**src/rtl/uart_pkg.sv**
```systemverilog
// Shared UART definitions: frame geometry, default bit timing and the receiver state encoding.
// The transmit-side serializer reuses these so both directions agree on framing.
package uart_pkg;

  localparam int DATA_BITS            = 8;
  localparam int CLKS_PER_BIT_DEFAULT = 868;  // 100 MHz / 115200 baud

  typedef enum logic [2:0] {
    IDLE,
    START,
    DATA,
    STOP,
    WAIT_HIGH
  } uart_state_e;

endpackage

```
**src/rtl/sync_ff.sv**
```systemverilog
// Multi-flop synchronizer for an asynchronous single-bit input.
// The reset value is a parameter so idle-high lines such as UART RX come out of reset idle.
module sync_ff #(
  parameter int   STAGES    = 2,
  parameter logic RESET_VAL = 1'b0
) (
  input  logic clk,
  input  logic rst_n,
  input  logic d,
  output logic q
);

  logic [STAGES-1:0] chain;

  // NOTE: sequential state uses non-blocking assignments so every flop samples
  // the pre-edge value of its neighbour; blocking here would collapse the chain.
  always_ff @(posedge clk or negedge rst_n) begin
    if (!rst_n) begin
      chain <= {STAGES{RESET_VAL}};
    end else begin
      chain <= {chain[STAGES-2:0], d};
    end
  end

  assign q = chain[STAGES-1];

endmodule

```
**src/rtl/uart_rx_framer.sv**
```systemverilog
// 8N1 UART receiver: samples mid-bit, assembles bytes LSB first and presents them on a
// valid/ready holding register, with single-cycle frame_err and overrun status pulses.
module uart_rx_framer
  import uart_pkg::*;
#(
  parameter int CLKS_PER_BIT = CLKS_PER_BIT_DEFAULT,
  parameter int SYNC_STAGES  = 2
) (
  input  logic                 clk,
  input  logic                 rst_n,
  input  logic                 rx_i,
  output logic [DATA_BITS-1:0] m_data,
  output logic                 m_valid,
  input  logic                 m_ready,
  output logic                 frame_err,
  output logic                 overrun,
  output logic                 busy
);

  localparam int HALF  = CLKS_PER_BIT / 2;
  localparam int CNT_W = $clog2(CLKS_PER_BIT);
  localparam int IDX_W = $clog2(DATA_BITS);

  localparam logic [CNT_W-1:0] CNT_LAST = CNT_W'(CLKS_PER_BIT - 1);
  localparam logic [CNT_W-1:0] CNT_MID  = CNT_W'(HALF - 1);
  localparam logic [IDX_W-1:0] IDX_LAST = IDX_W'(DATA_BITS - 1);

  logic rx_s;

  sync_ff #(
    .STAGES    (SYNC_STAGES),
    .RESET_VAL (1'b1)
  ) u_rx_sync (
    .clk   (clk),
    .rst_n (rst_n),
    .d     (rx_i),
    .q     (rx_s)
  );

  uart_state_e          state_q, state_d;
  logic [CNT_W-1:0]     cnt_q, cnt_d;
  logic [IDX_W-1:0]     idx_q, idx_d;
  logic [DATA_BITS-1:0] shift_q, shift_d;
  logic                 load, ovr_set, ferr_set;

  // NOTE: every signal written here gets a default before the case so no path
  // leaves it unassigned, which would otherwise infer a latch.
  always_comb begin
    state_d  = state_q;
    cnt_d    = cnt_q + CNT_W'(1);
    idx_d    = idx_q;
    shift_d  = shift_q;
    load     = 1'b0;
    ovr_set  = 1'b0;
    ferr_set = 1'b0;

    unique case (state_q)
      IDLE: begin
        cnt_d = '0;
        if (!rx_s) state_d = START;
      end
      START: begin
        if (cnt_q == CNT_MID) begin
          cnt_d   = '0;
          idx_d   = '0;
          state_d = rx_s ? IDLE : DATA;  // line back high mid-start-bit: a glitch
        end
      end
      DATA: begin
        if (cnt_q == CNT_LAST) begin
          cnt_d          = '0;
          shift_d[idx_q] = rx_s;
          idx_d          = idx_q + IDX_W'(1);
          if (idx_q == IDX_LAST) state_d = STOP;
        end
      end
      STOP: begin
        if (cnt_q == CNT_LAST) begin
          cnt_d = '0;
          if (!rx_s) begin
            ferr_set = 1'b1;
            state_d  = WAIT_HIGH;
          end else begin
            state_d = IDLE;
            // The slot is free if empty or being drained on this very edge.
            if (!m_valid || m_ready) load    = 1'b1;
            else                     ovr_set = 1'b1;
          end
        end
      end
      WAIT_HIGH: begin
        cnt_d = '0;
        if (rx_s) state_d = IDLE;
      end
      default: begin
        cnt_d   = '0;
        state_d = IDLE;
      end
    endcase
  end

  // NOTE: the shift register and holding register are cleared on reset even though
  // their contents are qualified by state/m_valid, so m_data reads 0x00 after reset.
  always_ff @(posedge clk or negedge rst_n) begin
    if (!rst_n) begin
      state_q   <= IDLE;
      cnt_q     <= '0;
      idx_q     <= '0;
      shift_q   <= '0;
      m_data    <= '0;
      m_valid   <= 1'b0;
      frame_err <= 1'b0;
      overrun   <= 1'b0;
    end else begin
      state_q   <= state_d;
      cnt_q     <= cnt_d;
      idx_q     <= idx_d;
      shift_q   <= shift_d;
      frame_err <= ferr_set;
      overrun   <= ovr_set;
      if (load) begin
        m_data  <= shift_q;
        m_valid <= 1'b1;
      end else if (m_ready) begin
        m_valid <= 1'b0;
      end
    end
  end

  assign busy = (state_q != IDLE);

endmodule

```
**config.mk**
```make
export PLATFORM = sky130hd
export DESIGN_NAME = uart_rx_framer
export DESIGN_NICKNAME = d
export VERILOG_FILES = /design/src/rtl/uart_pkg.sv /design/src/rtl/sync_ff.sv /design/src/rtl/uart_rx_framer.sv
export SDC_FILE = /design/constraint.sdc
export NUM_CORES = 1
export LEC_CHECK = 0
export ABC_AREA = 1
export BUFFER_PORTS_ARGS = -buffer_cell sky130_fd_sc_hd__buf_2
export CORE_MARGIN = 1.5
export CORE_UTILIZATION = 63
export DETAILED_ROUTE_END_ITERATION = 8
export PLACE_DENSITY = 0.83
export REMOVE_ABC_BUFFERS = 1
export SYNTH_ARGS = -nofsm -noshare
export SYNTH_HDL_FRONTEND = slang
export SYNTH_SLANG_ARGS = --single-unit
```
**constraint.sdc**
```tcl
create_clock -name clk -period 2.9 [get_ports clk]
set_clock_uncertainty 0.1 [all_clocks]
set_input_delay 0.145 -clock clk [delete_from_list [all_inputs] [get_ports clk]]
set_output_delay 0.145 -clock clk [all_outputs]
set_load 0.01 [all_outputs]
```
==> impl_metrics.env, run 1 <==
export IMPL_via_per_inst=5.31
export IMPL_cellPowerDensity_nw_per_um2=457
export IMPL_ctsResizeCount=0
export IMPL_drv_slew=0
export IMPL_finalCriticalPeriod_ns=1.84
export IMPL_gp_congestion=0.866
export IMPL_setup_viol=0
export IMPL_start_util_pct=68.0
export IMPL_layout_drive_gt1_share_pct=16.7
export IMPL_die_area_um2=3390
export IMPL_slew_headroom_pct=46.9
export IMPL_whs_ns=0.268
export IMPL_grt_usage_pct=24.4
export IMPL_ys_ff_latch=37
export IMPL_die_w_um=58.3
export IMPL_async_flop_share_pct=100
export IMPL_ir_drop_v=0.000499
export IMPL_grt_pass1_wl_mm=6.21
export IMPL_io_pins=16
export IMPL_placed_area_um2=2020
export IMPL_synth_edf_count=0
export IMPL_violations="design-rule violations"
export IMPL_design_area_um2=2150
export IMPL_fmax_mhz=545
export IMPL_drt_iter0_drc=112
export IMPL_cp_arrival_ns=1.99
export IMPL_cp_required_ns=3.05
export IMPL_clkPwrFrac_pct=45.3
export IMPL_critPathKind="reg -> reg"
export IMPL_grt_overflow=0
export IMPL_path_clk_slew_ns=0.11
export IMPL_internal_power_uw=790
export IMPL_status="finished, violations left"
export IMPL_endpoint_kind="flop"
export IMPL_leakage_nw=1.13
export IMPL_hpwl_mm=2.54
export IMPL_insertion_delay_ns=0.36
export IMPL_comb_power_share_pct=1.8
export IMPL_synth_cells=239
export IMPL_area_growth_pct=11.8
export IMPL_yosysSeqAreaShare_pct=48.2
export IMPL_port_buffer_count=15
export IMPL_routed_wl_mm=3.61
export IMPL_worst_pin_slew_ns=0.797
export IMPL_routedWlPerCell_um=12.3
export IMPL_core_um2=2830
export IMPL_p_switching_uw=194
export IMPL_dr_pass1_iters=7
export IMPL_setup_tns_ns=0
export IMPL_h_tree_depth=2
export IMPL_numPlacedInstances=283
export IMPL_drc=5
export IMPL_die_y_um=58.3
export IMPL_grt_max_degree=38
export IMPL_first_global_vias=1448
export IMPL_start_kind="flop"
export IMPL_switching_share_pct=19.7
export IMPL_num_rows=19
export IMPL_syn_avg_cell_area_um2=8.05
export IMPL_clock_sinks=37
export IMPL_hold_path_class="reg -> reg"
export IMPL_antenna_found_initial=0
export IMPL_finalCritPeriodShare_pct=63.3
export IMPL_ys_warn_count=0
export IMPL_syn_area_um2=1920
export IMPL_post_cts_buffers=0
export IMPL_worstPathMaxFanout=10
export IMPL_drtAntennaViolNets=0
export IMPL_rsz0062_at_grt="no"
export IMPL_seqPwrFrac_pct=52.9
export IMPL_final_cells=294
export IMPL_vias=1561
export IMPL_cts_hold_buf=3
export IMPL_cts_tree="built"
export IMPL_synthFlopType="dfrtp_1"
export IMPL_cap_violations=0
export IMPL_layout_nets=270
export IMPL_hold_violations=0
export IMPL_cts_buffer_depth=2
export IMPL_antennaDiodeCount=0
export IMPL_ys_types=25
export IMPL_cts_root_buf="clkbuf_4"
export IMPL_numCtsBuffers=5
## path summary, 6_finish.rpt
path / cells past startpoint / slack (ns) / to / from
setup / recovery: 8 / 1.06 / cnt_q[5]$_DFF_PN0_ / cnt_q[0]$_DFF_PN0_
hold / removal: 0 / 0.27 / u_rx_sync.chain[1]$_DFF_PN1_ / u_rx_sync.chain[0]$_DFF_PN1_
setup reg to reg: 8 / 1.06 / cnt_q[5]$_DFF_PN0_ / cnt_q[0]$_DFF_PN0_
hold reg to reg: 0 / 0.27 / u_rx_sync.chain[1]$_DFF_PN1_ / u_rx_sync.chain[0]$_DFF_PN1_
max in group asynchronous: 2 / 1.91 / cnt_q[8]$_DFF_PN0_ / rst_n
min in group asynchronous: 2 / 0.29 / m_data[3]$_DFFE_PN0P_ / rst_n
## cell usage in the layout (no fill, tap or decap), drive strengths merged
cell         count
inv             36
nand3b           4
clkinv           1
clkbuf           5
nor4             1
buf             15
nor3             5
dfrtp           35
nand2           74
xnor2            1
nand3           18
o21bai           1
nor2            28
nand4           14
o21ai           10
dfstp            2
xor2             4
dlygate4sd3      3
ha               4
bufinv           2
## per-layer routing
metal / GRT usage [%] / vias up / wire (um) / part of all wire [%]
met1: 30.7 / 718 / 1680 / 46
met3: 6.92 / 6 / 148 / 4.1
met2: 39.5 / 34 / 1740 / 48
li1: - / 803 / - / -
met5: 0 / - / 0 / 0
met4: 9.97 / 0 / 48 / 1.3
## area by class of cell
class | instances | area [um2]
Multi-Input combinational cell | 164 | 842
Tap cell | 31 | 38.8
Sequential cell | 37 | 928
Clock buffer | 5 | 37.5
Fill cell | 216 | 677
Clock inverter | 3 | 65.1
Timing Repair Buffer | 18 | 105
Inverter | 36 | 135
## synth_stat cells (2+ instances only)
master	number	area share [%]
dfrtp_1	35	46
dfstp_2	2	2.7
ha_1	4	2.6
inv_1	32	6.2
inv_2	4	0.78
nand2_1	71	14
nand2_2	3	0.98
nand3_1	16	4.2
nand3_2	2	1.0
nand3b_1	4	1.6
nand4_1	14	4.6
nor2_1	24	4.7
nor2_2	2	0.65
nor2_4	2	1.2
nor3_1	3	0.78
o21ai_0	6	1.6
o21ai_2	4	1.8
xor2_1	4	1.8
## metrics by stage
stage               setup WS [ns]  util (%)  power [mW]
finish                       1.06      76.1       0.984
global route                0.836      76.1        1.01
CTS                          1.06      76.1       0.987
detailed placement           1.09      71.4       0.545
global placement             1.12      71.4       0.545
floorplan                    1.29         -       0.532
## state kept, by name, summed over array words and instances, names as in the netlist
signal           flops
idx_q                3
m_data               8
frame_err            1
m_valid              1
state_q              3
cnt_q               10
overrun              1
u_rx_sync.chain      2
shift_q              8
## power groups by stage
stage          Combinational (mW)  Clock (mW)  Sequential (mW)
4_1_cts                    0.0180       0.448            0.520
6_report                   0.0174       0.446            0.520
2_1_floorplan             0.00231           0            0.530
3_5_place_dp               0.0149           0            0.530
5_1_grt                    0.0203       0.468            0.521
3_3_place_gp               0.0145           0            0.530
## cells by family after synthesis
family                   Yosys count  synth area share [%]
AND/OR/NAND/NOR                  144                  35.1
adder cells (fa/ha/maj)            4                  2.60
AO/OA/AOI/OAI                     11                  3.77
XOR/XNOR                           5                  2.28
flip-flops                        37                  48.2
buffers and inverters             38                  8.00
## worst max-delay path: stages, from the launching register on
cell     delay [ns]
dfrtp_1        0.46
ha_1           0.26
nand3_1        0.16
nor2_1         0.19
nand2_2        0.12
nand2_1        0.15
nand2_1        0.08
inv_2          0.15
nor2_1         0.07
Note: power is estimated with default switching activity, not from simulation.
==> run 2: changes to the inputs <==
CORE_UTILIZATION = 58   (was 63)
PLACE_DENSITY = 0.78   (was 0.83)
clock period = 1.9 ns   (was 2.9 ns; I/O delays follow)
==> run 2 against run 1 <==
  * The flow now finishes without violations
  * First-iteration DRC count shrank 18%
  * Clock-buffer cell count grew 2
  * Register-to-register slack worse by 0.86 ns
  * Largest cell class unchanged
==> impl_metrics.env, run 2 (synthesized netlist as in run 1, its figures left out) <==
export IMPL_start_kind="flop"
export IMPL_io_pins=16
export IMPL_hpwl_mm=2.68
export IMPL_drt_iter0_drc=92
export IMPL_cts_buffer_depth=2
export IMPL_gp_congestion=0.863
export IMPL_slew_headroom_pct=48.3
export IMPL_cts_tree="built"
export IMPL_ir_drop_v=0.000336
export IMPL_layout_nets=272
export IMPL_cap_violations=0
export IMPL_fmax_mhz=591
export IMPL_die_area_um2=3670
export IMPL_register_area_um2=928
export IMPL_num_rows=20
export IMPL_drv_slew=0
export IMPL_vias=1548
export IMPL_port_buffer_count=15
export IMPL_finalCriticalPeriod_ns=1.69
export IMPL_postLayoutSetupSlackWorst_ns=0.207
export IMPL_leakage_nw=1.12
export IMPL_cpMaxStageDelayCell="dfrtp_1"
export IMPL_critPathBufInv=1
export IMPL_p_switching_uw=287
export IMPL_largest_register_ffs=10
export IMPL_totalPowerFinal_mw=1.31
export IMPL_clkPwrFrac_pct=37.2
export IMPL_cts_root_buf="clkbuf_4"
export IMPL_grt_usage_pct=22.5
export IMPL_antennaDiodeCount=0
export IMPL_dr_pass1_iters=5
export IMPL_setup_tns_ns=0
export IMPL_area_growth_pct=12.1
export IMPL_cp_required_ns=2.05
export IMPL_via_per_inst=5.01
export IMPL_routedWlPerCell_um=11.4
export IMPL_insertion_delay_ns=0.35
export IMPL_numCtsBuffers=5
export IMPL_final_util_pct=69.5
export IMPL_pre_cts_ws_ns=0.184
export IMPL_path_clk_slew_ns=0.11
export IMPL_grt_overflow=0
export IMPL_finalCritPeriodShare_pct=89.1
export IMPL_drc=0
export IMPL_critical_path_cell_chain="ha_1 -> nand3_1 -> nor2_2 -> nand2_2 -> nand2_1 -> nand2_1 -> inv_2 -> nor2_1"
export IMPL_h_tree_depth=2
export IMPL_grt_max_degree=38
export IMPL_comb_power_share_pct=2.0
export IMPL_status="complete, no violations"
export IMPL_hold_path_class="in -> async"
export IMPL_numPlacedInstances=298
export IMPL_final_common_cell="nand2_1"
export IMPL_core_um2=3100
export IMPL_cp_arrival_ns=1.84
export IMPL_worst_pin_slew_ns=0.775
export IMPL_rsz0062_at_grt="no"
export IMPL_die_y_um=60.6
export IMPL_worstPathMaxFanout=10
export IMPL_start_util_pct=62.0
export IMPL_routed_wl_mm=3.52
export IMPL_hold_violations=0
export IMPL_die_w_um=60.6
export IMPL_nFillCells=268
export IMPL_first_global_vias=1382
export IMPL_post_cts_buffers=0
export IMPL_critPathKind="reg -> reg"
export IMPL_internal_power_mw=1.02
export IMPL_critPathTopFamily="simple AND/OR/NAND/NOR gates"
export IMPL_seqPwrFrac_pct=60.8
export IMPL_antenna_found_initial=0
export IMPL_switching_share_pct=22.0
export IMPL_grt_pass1_wl_mm=6.03
export IMPL_r2r_setup_slack_ns=0.21
export IMPL_endpoint_kind="flop"
export IMPL_reg_top3="cnt_q (10), m_data (8), shift_q (8)"
export IMPL_setup_viol=0
export IMPL_final_cells=309
export IMPL_layout_drive_gt1_share_pct=17.7
export IMPL_multi_input_area_um2=845
export IMPL_max_stage_delay_ns=0.39
export IMPL_final_cell_mix="nand2_1, dfrtp_1, inv_1"
export IMPL_clock_sinks=37
export IMPL_cellPowerDensity_nw_per_um2=606
export IMPL_regMostFlops="cnt_q"
export IMPL_drtAntennaViolNets=0
export IMPL_cpMostUsedCell="nand2_1"
run 2: cell count changes in the layout (fill, tap and decap cells not counted), sizes merged:
cell / before / now
clkbuf: 5 / 7
bufinv: 2 / 0
clkinv: 1 / 0
buf: 15 / 17
inv: 36 / 37
run 2: final timing paths:
kind | start | depth (start not counted) | endpoint
min in group clk | u_rx_sync.chain[0]$_DFF_PN1_ | 0 | u_rx_sync.chain[1]$_DFF_PN1_
min reg2reg | u_rx_sync.chain[0]$_DFF_PN1_ | 0 | u_rx_sync.chain[1]$_DFF_PN1_
min | rst_n | 2 | state_q[0]$_DFFE_PN0P_
max | cnt_q[1]$_DFF_PN0_ | 8 | cnt_q[8]$_DFF_PN0_
max in group asynchronous | rst_n | 2 | cnt_q[4]$_DFF_PN0_
max reg2reg | cnt_q[1]$_DFF_PN0_ | 8 | cnt_q[8]$_DFF_PN0_
run 2: metrics by stage:
stage / cell area, um2 / hold slack (ns)
after floorplan: 1910 / -0.301
final: 2160 / 0.242
after global routing: 2160 / 0.254
after detailed placement: 2050 / 0.104
after CTS: 2150 / 0.266
after global placement: 2050 / 0.102
run 2: final cells by class:
type	count	share of cell area [%]
tap	44	2.55
clock buffer	7	3.02
clock inverter	1	0.406
sequential	37	43.0
inverter	36	6.26
timing repair buffer	20	5.57
multi-input combinational	164	39.2
run 2: power groups by stage:
stage               Sequential [mW]  Clock [mW]  Combinational (mW)
finish                        0.795       0.486              0.0259
floorplan                     0.808           0             0.00352
global placement              0.809           0              0.0228
global route                  0.795       0.539              0.0308
detailed placement            0.810           0              0.0226
CTS                           0.794       0.497              0.0274
run 2: worst register-to-register path, cell delays in order (launching register included):
cell and delay (ns):
dfrtp_1 0.39, ha_1 0.23, nand3_1 0.17, nor2_2 0.15, nand2_2 0.11, nand2_1 0.13
nand2_1 0.08, inv_2 0.15, nor2_1 0.07
run 2: metal layers:
layer | vias to the layer above | GRT usage (%) | part of all wire, %
met5 | - | 0 | 0
met4 | 0 | 6.52 | 1.2
met3 | 5 | 8.32 | 4.5
met2 | 28 | 32.7 | 44
met1 | 702 | 31.8 | 50
li1 | 813 | - | -
run 2: timing repair:
action / in CTS / in global routing
endpoints found under the hold margin: 38 / 0
setup endpoints to repair: 0 / 13
gates resized for setup: 0 / 1
hold buffers: 3 / 0
